## src/rtl/pixel_seq_check.sv

```systemverilog
// Pixel sequence checker: tracks the expected (x,y) raster position of incoming words and flags errors.
// Latency: one cycle; every output reflects the word sampled on the previous clock edge.
// Backpressure: none; a word is accepted every cycle recv_en is high.
module pixel_seq_check #(
  parameter int H_ACTIVE = 1280,
  parameter int V_ACTIVE = 720,
  parameter int H_HALF   = 640,
  parameter int X_OFFSET = 4096
) (
  input  logic        clk125,
  input  logic        sys_rst_n,
  input  logic [28:0] datain,
  input  logic        recv_en,
  input  logic        packet_en,
  input  logic        clr,
  output logic        locked,
  output logic [11:0] exp_x,
  output logic [11:0] exp_y,
  output logic        err_half,
  output logic        err_x,
  output logic        err_y,
  output logic        err_pulse,
  output logic [15:0] err_cnt,
  output logic [15:0] frame_cnt,
  output logic [15:0] pkt_cnt
);

  localparam logic [0:0]  HUNT   = 1'b0;
  localparam logic [0:0]  LOCK   = 1'b1;
  localparam logic [11:0] X_LAST = 12'(H_ACTIVE - 1);
  localparam logic [11:0] Y_LAST = 12'(V_ACTIVE - 1);
  localparam logic [11:0] X_MID  = 12'(H_HALF);
  localparam logic [15:0] X_BIAS = 16'(X_OFFSET);

  logic [0:0]  state_q, state_d;
  logic [11:0] exp_x_q, exp_x_d, exp_y_q, exp_y_d;
  logic        err_half_q, err_half_d, err_x_q, err_x_d, err_y_q, err_y_d;
  logic        err_pulse_q, err_pulse_d;
  logic [15:0] err_cnt_q, err_cnt_d, frame_cnt_q, frame_cnt_d, pkt_cnt_q, pkt_cnt_d;
  logic        pkt_en_q, pkt_en_d;

  // Word decode; the x field carries a bias that is stripped here, bit 28 is unused.
  logic [15:0] x_diff;
  logic [11:0] org_x, org_y;
  logic        unused_bits;
  assign x_diff      = datain[15:0] - X_BIAS;
  assign org_x       = x_diff[11:0];
  assign org_y       = {1'b0, datain[26:16]};
  assign unused_bits = ^{datain[28], x_diff[15:12]};

  logic half_bad, x_bad, y_bad, any_bad;
  assign half_bad = datain[27] ? (org_x < X_MID) : (org_x >= X_MID);
  assign x_bad    = (org_x != exp_x_q);
  assign y_bad    = (org_y != exp_y_q);
  assign any_bad  = half_bad | x_bad | y_bad;

  // Next expectation derived from the received coordinate so a dropped word costs one error.
  logic [11:0] nx, ny;
  always_comb begin
    nx = org_x + 12'd1;
    ny = org_y;
    if (org_y > Y_LAST) begin
      nx = 12'd0;
      ny = 12'd0;
    end else if ((org_x >= X_LAST) || (org_x > X_LAST)) begin
      nx = 12'd0;
      ny = (org_y == Y_LAST) ? 12'd0 : org_y + 12'd1;
    end
  end

  // Next-state logic: clr has priority over a word arriving in the same cycle.
  always_comb begin
    state_d     = state_q;
    exp_x_d     = exp_x_q;
    exp_y_d     = exp_y_q;
    err_half_d  = err_half_q;
    err_x_d     = err_x_q;
    err_y_d     = err_y_q;
    err_pulse_d = 1'b0;
    err_cnt_d   = err_cnt_q;
    frame_cnt_d = frame_cnt_q;
    pkt_cnt_d   = (pkt_en_q && !packet_en) ? pkt_cnt_q + 16'd1 : pkt_cnt_q;
    pkt_en_d    = packet_en;
    if (clr) begin
      state_d    = HUNT;
      exp_x_d    = 12'd0;
      exp_y_d    = 12'd0;
      err_half_d = 1'b0;
      err_x_d    = 1'b0;
      err_y_d    = 1'b0;
      err_cnt_d  = 16'd0;
      frame_cnt_d = 16'd0;
      pkt_cnt_d  = 16'd0;
    end else if (recv_en) begin
      if (state_q == HUNT) begin
        if (org_x == 12'd0 && org_y == 12'd0) begin
          state_d = LOCK;
          exp_x_d = 12'd1;
          exp_y_d = 12'd0;
        end
      end else begin
        exp_x_d = nx;
        exp_y_d = ny;
        if (any_bad) begin
          err_half_d  = err_half_q | half_bad;
          err_x_d     = err_x_q | x_bad;
          err_y_d     = err_y_q | y_bad;
          err_pulse_d = 1'b1;
          if (err_cnt_q != 16'hFFFF) err_cnt_d = err_cnt_q + 16'd1;
        end else if (org_x == X_LAST && org_y == Y_LAST) begin
          frame_cnt_d = frame_cnt_q + 16'd1;
        end
      end
    end
  end

  // State registers with synchronous active-low reset.
  always_ff @(posedge clk125) begin
    if (!sys_rst_n) begin
      state_q     <= HUNT;
      exp_x_q     <= 12'd0;
      exp_y_q     <= 12'd0;
      err_half_q  <= 1'b0;
      err_x_q     <= 1'b0;
      err_y_q     <= 1'b0;
      err_pulse_q <= 1'b0;
      err_cnt_q   <= 16'd0;
      frame_cnt_q <= 16'd0;
      pkt_cnt_q   <= 16'd0;
      pkt_en_q    <= 1'b0;
    end else begin
      state_q     <= state_d;
      exp_x_q     <= exp_x_d;
      exp_y_q     <= exp_y_d;
      err_half_q  <= err_half_d;
      err_x_q     <= err_x_d;
      err_y_q     <= err_y_d;
      err_pulse_q <= err_pulse_d;
      err_cnt_q   <= err_cnt_d;
      frame_cnt_q <= frame_cnt_d;
      pkt_cnt_q   <= pkt_cnt_d;
      pkt_en_q    <= pkt_en_d;
    end
  end

  assign locked    = (state_q == LOCK);
  assign exp_x     = exp_x_q;
  assign exp_y     = exp_y_q;
  assign err_half  = err_half_q;
  assign err_x     = err_x_q;
  assign err_y     = err_y_q;
  assign err_pulse = err_pulse_q;
  assign err_cnt   = err_cnt_q;
  assign frame_cnt = frame_cnt_q;
  assign pkt_cnt   = pkt_cnt_q;

endmodule
```

## config.mk

```make
export PLATFORM = sky130hd
export DESIGN_NAME = pixel_seq_check
export DESIGN_NICKNAME = d
export VERILOG_FILES = /design/src/rtl/pixel_seq_check.sv
export SDC_FILE = /design/constraint.sdc
export NUM_CORES = 1
export LEC_CHECK = 0
export ABC_AREA = 0
export ABC_CLOCK_PERIOD_IN_PS = 5600
export CELL_PAD_IN_SITES_DETAIL_PLACEMENT = 1
export CELL_PAD_IN_SITES_GLOBAL_PLACEMENT = 1
export CORE_ASPECT_RATIO = 0.5
export CORE_UTILIZATION = 40
export DETAILED_ROUTE_END_ITERATION = 16
export DONT_BUFFER_PORTS = 1
export PLACE_DENSITY_LB_ADDON = 0.1
export SKIP_LAST_GASP = 1
export SYNTH_ARGS = -nofsm -noshare
export SYNTH_HDL_FRONTEND = slang
export SYNTH_SLANG_ARGS = --single-unit
```

## constraint.sdc

```tcl
create_clock -name clk125 -period 5.6 [get_ports clk125]
set_input_delay 0.84 -clock clk125 [delete_from_list [all_inputs] [get_ports clk125]]
set_output_delay 0.84 -clock clk125 [all_outputs]
set_load 0.05 [all_outputs]
```

* After elaboration in Yosys (flattened, before gate mapping)
Index checks and enable logic that the tools add are counted.
W data, S select, Z words.
** Cells by class
- Add/subtract/negate cells :: 6
- Order comparisons :: 5
- Eq/ne operators :: 5
- Multiplexer cells :: 13
- Bitwise operators :: 9
- Reductions and logical operators :: 14
** Operators with widths (number)
- $mux W12 :: 9
- $add A16 B1 Y16 const B :: 3
- $logic_not A12 Y1 :: 2
- $ne A16 B16 Y1 const B :: 1
- $add A11 B1 Y12 const B :: 1
- $add A12 B1 Y12 const B :: 1
- $eq A12 B11 Y1 const B :: 1
- $ge A12 B10 Y1 const B :: 1
- $ge A12 B11 Y1 const B :: 1
- $gt A12 B11 Y1 const B :: 1
- $lt A12 B10 Y1 const B :: 1
- $ne A11 B12 Y1 :: 1
- $ne A12 B12 Y1 :: 1
- $sub A12 B1 Y12 const B :: 1
- $eq A11 B10 Y1 const B :: 1
- $gt A11 B10 Y1 const B :: 1
- $reduce_and A4 Y1 :: 2
- $or A1 B1 Y1 :: 5
- $mux W1 :: 4
- $not A1 Y1 :: 4
- $reduce_or A4 Y1 :: 1
- $logic_and A1 B1 Y1 :: 3
- $reduce_and A3 Y1 :: 1
- $reduce_and A2 Y1 :: 1
- 4 further kinds :: 4
** Storage, ports and cells
- Flip-flop bits (word level) :: 78
- Input port bits :: 34
- Output and inout port bits :: 77
- Logic and storage cells :: 63

* Depth between registers and ports, before layout
- Depth in word-level cells :: 7
- Gate-level depth with buffers :: 9
- Mapped depth without buffers :: 8

* Least setup slack after synthesis
No wires, ideal clock.
- Path kind :: input to register
- Start point :: input datain[2]
- End point :: register frame_cnt_q[12] (netlist: frame_cnt[12])
- Setup time :: 0.070 ns
- Data arrival time :: 2.821 ns
- Path slack :: 2.709 ns
- Cell stages on the path :: 8
- Path buffers :: 2
- Cells stage by stage :: buf_4 > xor2_1 > nor4_2 > nand4_2 > or3_4 > buf_6 > or4_1 > a21oi_1
** Between the ends
- Cells in the longest elaborated chain, start to end :: 7
- Elaborated cells between the ends (all ways) :: 11
- Classes of those cells :: add/sub (1); order compare (2); eq/ne (2); mux (1); bitwise (3); reduce/logical (2)
** RTL lines
- from (decl) :: RTL line 12 : input logic [28:0] datain,
- $sub A12 B1 Y12 * :: RTL line 46 : assign x_diff = datain[15:0] - X_BIAS;
- $ge A12 B10 Y1 / $lt A12 B10 Y1 (equally long branches) :: RTL line 52 : assign half_bad = datain[27] ? (org_x < X_MID) : (org_x >= X_MID);
- $mux W1 :: RTL line 52
- $or A1 B1 Y1 (2 in series) :: RTL line 55 : assign any_bad = half_bad | x_bad | y_bad;
- $not A1 Y1 (no source line)
- $reduce_and A4 Y1 (no source line) *
- to (signal assigned) :: RTL line 140 : frame_cnt_q <= frame_cnt_d;
- to (decl) :: RTL line 39 : logic [15:0] err_cnt_q, err_cnt_d, frame_cnt_q, frame_cnt_d, pkt_cnt_q, pkt_cnt_d;
Mark *: on every way between the ends. The rest lies on a longest branch, timed or not.
A chain may end at the register's enable or synchronous reset.

* Worst setup path in the final report
- Start point :: register exp_y_q[4] (netlist: exp_y[4])
- End point :: register frame_cnt_q[10] (netlist: frame_cnt[10])
** Between the ends
- Cells in the longest elaborated chain, start to end :: 4
** RTL lines
- from (decl) :: RTL line 36 : logic [11:0] exp_x_q, exp_x_d, exp_y_q, exp_y_d;
- from (signal assigned) :: RTL line 134 : exp_y_q <= exp_y_d;
- $ne A11 B12 Y1 :: RTL line 54 : assign y_bad = (org_y != exp_y_q);
- $or A1 B1 Y1 :: RTL line 55
- $not A1 Y1 (no source line)
- $reduce_and A4 Y1 (no source line)
Every way passes these cells.

==> reports/qor.csv <==
stage;metric;value;unit
status;status;completed;
cells_and_area;final_area;4370;sq um
floorplanning;fp.dieH;72.8;um
clocking;cts_tree;done;
cells_and_area;regArea;1560;sq um
critical_path;worstPathMaxFanout;21;
clocking;cts_made_buffers;9;
synth;ys_seq_area_share;38.9;%
hold_path;hold-path-cell-count;1;
floorplanning;die_x;144;um
critical_path;arrival;3.33;ns
critical_path;crit_path_end_kind;flop;
detailed_routing;drt_iter0_markers;119;
sta;max_freq;327;MHz
detailed_routing;ant_nets;0;
detailed_routing;dr_total_vias;3527;
clocking;cts.sink_count;78;
sta;fin_worst_skew;0.00607;ns
synth;ys.flop_type;dfxtp_1;
detailed_routing;drt_wl_total;10900;um
global_routing;antenna_found_initial;0;
power;leakagePower;1.47;nW
place;dpl_cell_area;4080;sq um
synth;ys_ff_latch;78;
floorplanning;dieArea;10500;sq um
place;placed_cells;597;
place;hpwl;8060;um
place;place_congestion;0.778;
cells_and_area;fillers;1188;
power;power.density;266;nW/um^2
synth;ys_types;45;
sta;maxSlewHeadroom;53.6;%
clocking;clk_latency;0.34;ns
detailed_routing;vias_per_cell;5.75;
power;ir_drop;0.139;mV
critical_path;critPathRequiredTime;5.87;ns
clocking;cts_resized;0;
global_routing;grt_pass1_vias;3464;
critical_path;startpoint_type;flop;
cells_and_area;drive_gt1_share;6.07;%
sta;period_minus_slack;3.06;ns
detailed_routing;firstDrtPassIters;4;
detailed_routing;drc;0;
global_routing;overflow;0;
synth;synth-edff-count;0;
hold_path;min_path_type;in -> reg;
critical_path;rr_worst_depth;6;
global_routing;grt.total_usage;21.2;%
clocking;clk_pin_slew;0.06;ns
clocking;ctsHoldBuffers;0;
sta;setup_viol;0;
synth;avgSynthCellArea;8.29;sq um
sta;fin_crit_sh;54.6;%
synth;async_flop_share;0;%
global_routing;grt_max_degree;54;
clocking;post_cts_buffers;0;
critical_path;critical_path_class;reg -> reg;
floorplanning;io_pins;111;
clocking;cts-htree-levels;3;
sta;drv_slew;0;
place;io_buffers;0;
cells_and_area;fin_cells;613;
global_routing;grt_pass1_wl;17000;um
cells_and_area;multi_input_area;2280;sq um
clocking;clock-root-buffer;clkbuf_16;
run;maxCapViolCount;0;
sta;final-hold-violation-count;0;
sta;rsz0062_at_grt;no;
synth;ys_warn_count;0;
floorplanning;rows;25;
synth;synthesis.nets;525;
sta;max_slew.worst_pin.slew;0.693;ns
floorplanning;coreArea;9600;sq um
synth;syn-cell-area;4010;sq um
clocking;max-clock-path-buffers;2;
cells_and_area;diodes;0;
floorplanning;start_util;41.8;%
cells_and_area;finalNetCount;514;
cells_and_area;area_delta_synth_final;8.86;%
detailed_routing;wl_per_cell;17.8;um
sta;tns;0;ns
synth;netlist_instances;484;
==> path summary, 6_finish.rpt <==
check             startpoint            end  slack, ns
hold / removal     sys_rst_n       pkt_en_q       0.62
setup / recovery    exp_y[4]  frame_cnt[10]       2.54
setup reg to reg    exp_y[4]  frame_cnt[10]       2.54
hold reg to reg     pkt_en_q     pkt_cnt[0]       0.70
==> critical path, cell delays in order (launching register included) <==
cell     delay (ns)
dfxtp_1        0.68
xor2_1         0.14
nor4_1         0.49
nand3_1        0.39
or3_4          0.60
or4_1          0.53
a21oi_1        0.16
==> routing by layer <==
metal,part of all wire (%),up-vias,GRT usage [%]
met4,0.91,0,5.67
met3,9.3,10,9.12
met2,45,97,34.2
met1,45,1711,26.0
li1,-,1709,-
met5,0,-,0
==> metrics by stage <==
stage / setup WS (ns) / hold slack (ns) / total power, W / utilization [%]
2_1_floorplan: 2.71 / 0.650 / 0.000615 / -
3_3_place_gp: 2.45 / 0.676 / 0.000613 / 42.5
3_5_place_dp: 2.39 / 0.694 / 0.000615 / 42.5
4_1_cts: 2.55 / 0.612 / 0.00118 / 45.5
5_1_grt: 2.40 / 0.606 / 0.00121 / 45.5
6_report: 2.54 / 0.621 / 0.00116 / 45.5
==> cell usage in the layout (no fill, tap or decap), types with 2 or more instances in the layout <==
master / count
and2_1: 7
inv_6: 2
mux2i_1: 2
nor4_2: 3
nor2b_1: 3
o211ai_1: 2
nor4_1: 6
a31oi_1: 3
xnor2_1: 16
dfxtp_1: 78
a22o_1: 2
nand2_1: 36
clkinvlp_4: 2
nand4_1: 17
nand3_1: 31
buf_4: 3
o31ai_1: 7
and4_1: 3
or4_1: 10
a21o_1: 2
inv_1: 13
a21oi_1: 33
or2_2: 2
xor2_1: 41
ha_1: 7
or3_1: 20
nor2_1: 36
o21ai_1: 2
o21a_1: 2
clkbuf_16: 9
o21ai_0: 41
and3_1: 14
nor3_1: 7
==> registers in the layout (all words and copies together), names as in the netlist <==
name / cells
err_cnt: 16
err_x: 1
exp_x: 12
frame_cnt: 16
err_half: 1
pkt_en_q: 1
err_y: 1
pkt_cnt: 16
err_pulse: 1
locked: 1
exp_y: 12
==> final cells by class <==
cell class / count / share of cell area (%)
tap: 135 / 3.87
sequential: 78 / 35.8
clock inverter: 7 / 1.32
multi-input combinational: 368 / 52.2
clock buffer: 9 / 5.16
timing repair buffer: 3 / 0.516
inverter: 13 / 1.12
==> cell usage after synthesis, types with 2 or more instances <==
master	count	area share, %
dfxtp_1	78	39
o21ai_0	41	5.1
xor2_1	41	9.0
nand2_1	36	3.4
nor2_1	36	3.4
a21oi_1	33	4.1
nand3_1	31	3.9
or3_1	20	3.1
nand4_1	17	2.7
clkbuf_1	16	1.5
xnor2_1	16	3.5
and3_1	14	2.2
inv_1	13	1.2
or4_1	10	1.9
nor3_1	8	1.0
and2_1	7	1.1
ha_1	7	2.2
o31ai_1	7	1.3
nor4_1	6	0.94
buf_2	5	0.62
a31oi_1	3	0.47
and4_1	3	0.66
buf_6	3	0.84
nor2b_1	3	0.47
nor4_2	3	0.94
a21o_1	2	0.37
a22o_1	2	0.44
mux2i_1	2	0.50
o211ai_1	2	0.37
o21a_1	2	0.37
o21ai_1	2	0.25
or2_2	2	0.31
==> logic make-up (layout without fill, tap and decap cells) <==
family,Yosys count,in the layout,synth area share (%)
AND/OR/NAND/NOR,201,201,27.0
buffers and inverters,38,32,4.37
multiplexers,2,2,0.499
flip-flops,78,78,38.9
adder cells (fa/ha/maj),7,7,2.18
AO/OA/AOI/OAI,101,101,14.5
XOR/XNOR,57,57,12.4
==> where the power goes <==
| group | internal (W) | switching, W |
|---|---|---|
| combinational | 0.0000187 | 0.0000273 |
| clock | 0.000306 | 0.000254 |
| sequential | 0.000555 | 0.000000950 |
Note: power is estimated with default switching activity, not from simulation.
